### src/rtl/bf_mem_pkg.sv
// Shared encodings for the brainfuck core's tape memory.
package bf_mem_pkg;

    typedef enum logic {
        ST_IDLE  = 1'b0,
        ST_CLEAR = 1'b1
    } clr_state_t;

    localparam int unsigned RD_OLD = 0;
    localparam int unsigned RD_NEW = 1;

endpackage

### src/rtl/ram_clear_seq.sv
// Sequential zero-sweep engine: walks every address once, one word per cycle.
module ram_clear_seq
    import bf_mem_pkg::*;
#(
    parameter int unsigned ADDR_W         = 9,
    parameter int unsigned CLEAR_ON_RESET = 1
) (
    input  logic              clk,
    input  logic              reset,
    input  logic              clear_rq,
    output logic              clr_we,
    output logic [ADDR_W-1:0] clr_addr,
    output logic              busy
);

    localparam int unsigned DEPTH = 1 << ADDR_W;
    localparam clr_state_t  RST_STATE = (CLEAR_ON_RESET != 0) ? ST_CLEAR : ST_IDLE;

    clr_state_t state;
    clr_state_t state_next;
    logic       last;

    assign last   = (clr_addr == ADDR_W'(DEPTH - 1));
    assign busy   = (state == ST_CLEAR);
    assign clr_we = (state == ST_CLEAR);

    always_ff @(posedge clk) begin
        if (!reset) begin
            state <= RST_STATE;
        end else begin
            state <= state_next;
        end
    end

    // clear_rq is only looked at in IDLE, so a request mid-sweep has no effect
    always_comb begin
        state_next = state;
        case (state)
            ST_IDLE:  if (clear_rq) state_next = ST_CLEAR;
            ST_CLEAR: if (last)     state_next = ST_IDLE;
            default:  state_next = ST_IDLE;
        endcase
    end

    // Wraps back to 0 naturally after the last word
    always_ff @(posedge clk) begin
        if (!reset) begin
            clr_addr <= '0;
        end else if (state == ST_CLEAR) begin
            clr_addr <= clr_addr + ADDR_W'(1);
        end
    end

endmodule

### src/rtl/ram_dual_port_clr.sv
// Simple-dual-port tape RAM with a registered read port and a sequential clear engine.
module ram_dual_port_clr
    import bf_mem_pkg::*;
#(
    parameter int unsigned ADDR_W         = 9,
    parameter int unsigned DATA_W         = 8,
    parameter int unsigned RD_MODE        = RD_OLD,
    parameter int unsigned CLEAR_ON_RESET = 1
) (
    input  logic              clk,
    input  logic              reset,
    input  logic              clear_rq,
    output logic              busy,
    input  logic              wr_en,
    input  logic [ADDR_W-1:0] wr_addr,
    input  logic [DATA_W-1:0] wr_data,
    input  logic              rd_en,
    input  logic [ADDR_W-1:0] rd_addr,
    output logic [DATA_W-1:0] rd_data,
    output logic              rd_valid
);

    localparam int unsigned DEPTH = 1 << ADDR_W;

    logic [DATA_W-1:0] mem [DEPTH];

    logic              clr_we;
    logic [ADDR_W-1:0] clr_addr;
    logic              port_ok;
    logic              wr_go;
    logic              rd_go;
    logic              mem_we;
    logic [ADDR_W-1:0] mem_addr;
    logic [DATA_W-1:0] mem_data;
    logic              bypass;

    ram_clear_seq #(
        .ADDR_W         (ADDR_W),
        .CLEAR_ON_RESET (CLEAR_ON_RESET)
    ) u_clear_seq (
        .clk      (clk),
        .reset    (reset),
        .clear_rq (clear_rq),
        .clr_we   (clr_we),
        .clr_addr (clr_addr),
        .busy     (busy)
    );

    // A pending clear request outranks both user ports in the same cycle
    assign port_ok = !busy && !clear_rq;
    assign wr_go   = port_ok && wr_en;
    assign rd_go   = port_ok && rd_en;

    assign mem_we   = reset && (clr_we || wr_go);
    assign mem_addr = clr_we ? clr_addr : wr_addr;
    assign mem_data = clr_we ? '0 : wr_data;

    assign bypass = (RD_MODE == RD_NEW) && wr_go && (wr_addr == rd_addr);

    always_ff @(posedge clk) begin
        if (mem_we) begin
            mem[mem_addr] <= mem_data;
        end
    end

    always_ff @(posedge clk) begin
        if (!reset) begin
            rd_data  <= '0;
            rd_valid <= 1'b0;
        end else begin
            rd_valid <= rd_go;
            if (rd_go) begin
                rd_data <= bypass ? wr_data : mem[rd_addr];
            end
        end
    end

endmodule
### config.mk
export PLATFORM = sky130hd
export DESIGN_NAME = ram_dual_port_clr
export DESIGN_NICKNAME = d
export VERILOG_FILES = /design/src/rtl/bf_mem_pkg.sv /design/src/rtl/ram_clear_seq.sv /design/src/rtl/ram_dual_port_clr.sv
export SDC_FILE = /design/constraint.sdc
export NUM_CORES = 2
export LEC_CHECK = 0
export CORE_MARGIN = 2
export CORE_UTILIZATION = 40
export DETAILED_ROUTE_END_ITERATION = 6
export PLACE_DENSITY = 0.53
export SYNTH_ARGS = -nofsm -noshare
export SYNTH_HDL_FRONTEND = slang
export SYNTH_SLANG_ARGS = --single-unit
### constraint.sdc
create_clock -name clk -period 47.5 [get_ports clk]
set_input_delay 4.75 -clock clk [delete_from_list [all_inputs] [get_ports clk]]
set_output_delay 4.75 -clock clk [all_outputs]
set_load 0.02 [all_outputs]
==> results.toml <==
[outcome]
status = "finished, final reports clean"

[grt]
antenna_found_initial = 28
grt_first_pass_wirelength_mm = 634
grt_max_degree = 217
grt-ovfl-total = 0
grt_use_total = 0.221
first_global_vias = 79320

[critical_path]
cp.arrival_ps = 11090
r2r_cells = 7
crit_slowest_cell = "nor4b_1"
crit_type = "input pin to flip-flop"
crit_top_cell = "buf_4"
crit_required_ps = 48380
cp.depth = 12
cp_slowest_stage_delay_ps = 890
worst-path-max-fanout = 93
path_cells = "buf_16, buf_4, buf_12, buf_4, buf_4, mux4_2, mux4_2, nand2_1, nor4b_1, or4_1, o22ai_1, a31o_1"
worst-path-buf-inv = 5
endpoint_kind = "flip-flop"
path_delay_family = "buffers and inverters"
start_kind = "input pin"

[route]
drt_iter0_drc = 9079
wirelength_mm = 454
met2_length_mm = 218
routed_via_density = 5.86
met3_length_mm = 32.5
wl_met1_mm = 184
wl_per_cell_um = 34.3
ant_nets = 0
top_layer_used = "met5"
dr.pass1.iters = 6
via_count = 77634
route.detailed.drc = 0

[power]
total_power_mw = 7.61
vdd_ir_drop_max_uv = 36.7
p_leak_nw = 56.6
p_per_area_nw_per_um2 = 42.1

[timing]
relSlewSlack = 0.0303
period_share = 0.215
slew_violations = 0
setup_viol = 0
rsz0062_at_grt = "false"
final_hold_viol_count = 0
tightest_slew_ps = 1450
skew_ps = 59.6
fmax_ghz = 0.0980
whs_ps = 541
period_minus_slack_ps = 10210
setup_tns_ps = 0

[cells_and_area]
drive_gt1_frac = 0.242
fin_cells = 13238
fin_util = 0.453
syn2layout_area_growth_pct = 12.6
fill_cells = 33091
final_nets = 7641

[clock_tree]
cts-root-buf = "clkbuf_16"
holdBufCountCts = 0
cts_resized = 0
cts_buffer_depth = 4
h-tree-depth = 5
tritoncts = "done"
clock_sinks = 4115
cts_setup_buffers = 0
cts_buffers = 421
clkTransAtPathRegs_ps = 70
clk_latency_ps = 980

[synthesis]
yosys.cell_types.count = 79
yosys_warnings = 0
synth_flop_cell = "edfxtp_1"
ys_ff_latch = 4115
synth_top_area_share = 0.767
synth.most_common_cell = "edfxtp_1"
synthesis.nets = 7449
synth_edf_count = 4096
ys_top_cells_by_count = "4096 x edfxtp_1, 1040 x mux4_2, 582 x nor2_1"
async_flop_share = 0
yosysSeqAreaShare = 0.769
netlist_area_um2 = 160000
ys_top_cells_by_area = "edfxtp_1 77%, mux4_2 15%, mux2i_1 1.8%"
avgSynthCellArea_um2 = 21.6
syn_inst = 7416
synth_area_leader_cell = "edfxtp_1"

[min_path]
hold-path-cell-count = 2
min_path_type = "flip-flop to flip-flop"

[place]
dpl.hpwl_mm = 267
place_inst = 12450
gp_congestion = 0.833
portBuffers = 40

[floorplan]
chipWidth_um = 637
die-area_um2 = 406000
core_area_um2 = 399000
ios = 41
die_y_um = 637
row_count = 232
start_util = 0.402

[run]
drv_cap = 0
[per-layer routing]
layer  up-vias  track usage
li1      31482            -
met1     42468        0.302
met2      2988        0.357
met3       688       0.0417
met4         8       0.0806
met5         -            0
[placed cells by master (no fill, tap or decap), drive strengths merged, types with 7 or more instances in the layout]
cell type / netlist / routed
a2111oi: 14 / 14
a211oi: 44 / 44
a21oi: 61 / 61
a221oi: 20 / 20
a22oi: 21 / 21
a311oi: 11 / 11
a31oi: 23 / 23
a41oi: 7 / 7
and2: 25 / 25
and3: 11 / 11
buf: 306 / 187
bufinv: 0 / 52
clkbuf: 146 / 516
clkdlybuf4s50: 0 / 33
clkinv: 1 / 170
clkinvlp: 0 / 24
dfxtp: 19 / 19
diode: 0 / 14
edfxtp: 4096 / 4096
inv: 12 / 26
mux2: 25 / 25
mux2i: 287 / 287
mux4: 1040 / 1040
nand2: 238 / 238
nand3: 41 / 41
nand4: 9 / 9
nor2: 582 / 582
nor2b: 48 / 48
nor3: 20 / 20
nor4: 9 / 9
o2111ai: 7 / 7
o211ai: 8 / 8
o21ai: 65 / 65
o221ai: 61 / 61
o22ai: 61 / 61
o311ai: 7 / 7
o32ai: 9 / 9
or3: 7 / 7
[state kept, by name (all words and copies together) (netlist names)]
name and cells:
u_clear_seq.busy 1, rd_data 8, mem 4096, u_clear_seq.clr_addr 9, rd_valid 1
[per-stage QoR]
| step | instance area, um^2 | worst slack (ps) |
|---|---|---|
| detailed placement | 167000 | 36160 |
| finish | 181000 | 37290 |
| global placement | 167000 | 36180 |
| floorplan | 160000 | 27850 |
| global route | 181000 | 36720 |
| CTS | 181000 | 37190 |
[worst register-to-register path, delay by kind of cell, from the launching register on]
kind / cells / cell delay (ps)
AND/OR/NAND/NOR: 1 / 160
flip-flops: 1 / 320
buffers and inverters: 6 / 4560
[final timing paths]
check / start / endpoint / slack (ps)
setup / recovery: rd_addr[0] / rd_data[1] / 37290
hold reg to reg: u_clear_seq.clr_addr[7] / u_clear_seq.clr_addr[7] / 540
hold / removal: u_clear_seq.clr_addr[7] / u_clear_seq.clr_addr[7] / 540
setup reg to reg: u_clear_seq.busy / mem[208][5] / 41910
[power breakdown]
part           internal [mW]  switching [mW]  total [mW]
combinational          0.118           0.191       0.308
sequential              3.93        0.000623        3.93
clock                   1.94            1.42        3.36
total                   5.99            1.61        7.61
[area by class of cell]
class	count	area, um^2	share of cell area
antenna	14	35.0	0.000194
clock buffer	515	11100	0.0612
clock inverter	259	2880	0.0159
inverter	13	66.3	0.000367
multi-input combinational	2836	34600	0.192
sequential	4115	123000	0.683
tap	5265	6590	0.0365
timing repair buffer	221	1990	0.0110
[logic make-up (layout without fill, tap and decap cells)]
kind of cell,Yosys count,count (layout),synth area share
buf+inv,465,1008,0.0172
fa+ha+maj,2,2,0.000156
xor+xnor,5,5,0.000273
mux,1352,1352,0.166
simple gates,1013,1013,0.0265
other cells,0,14,0
compound gates,464,464,0.0206
flops,4115,4115,0.769
No activity file was read; power rests on OpenSTA's default activity.
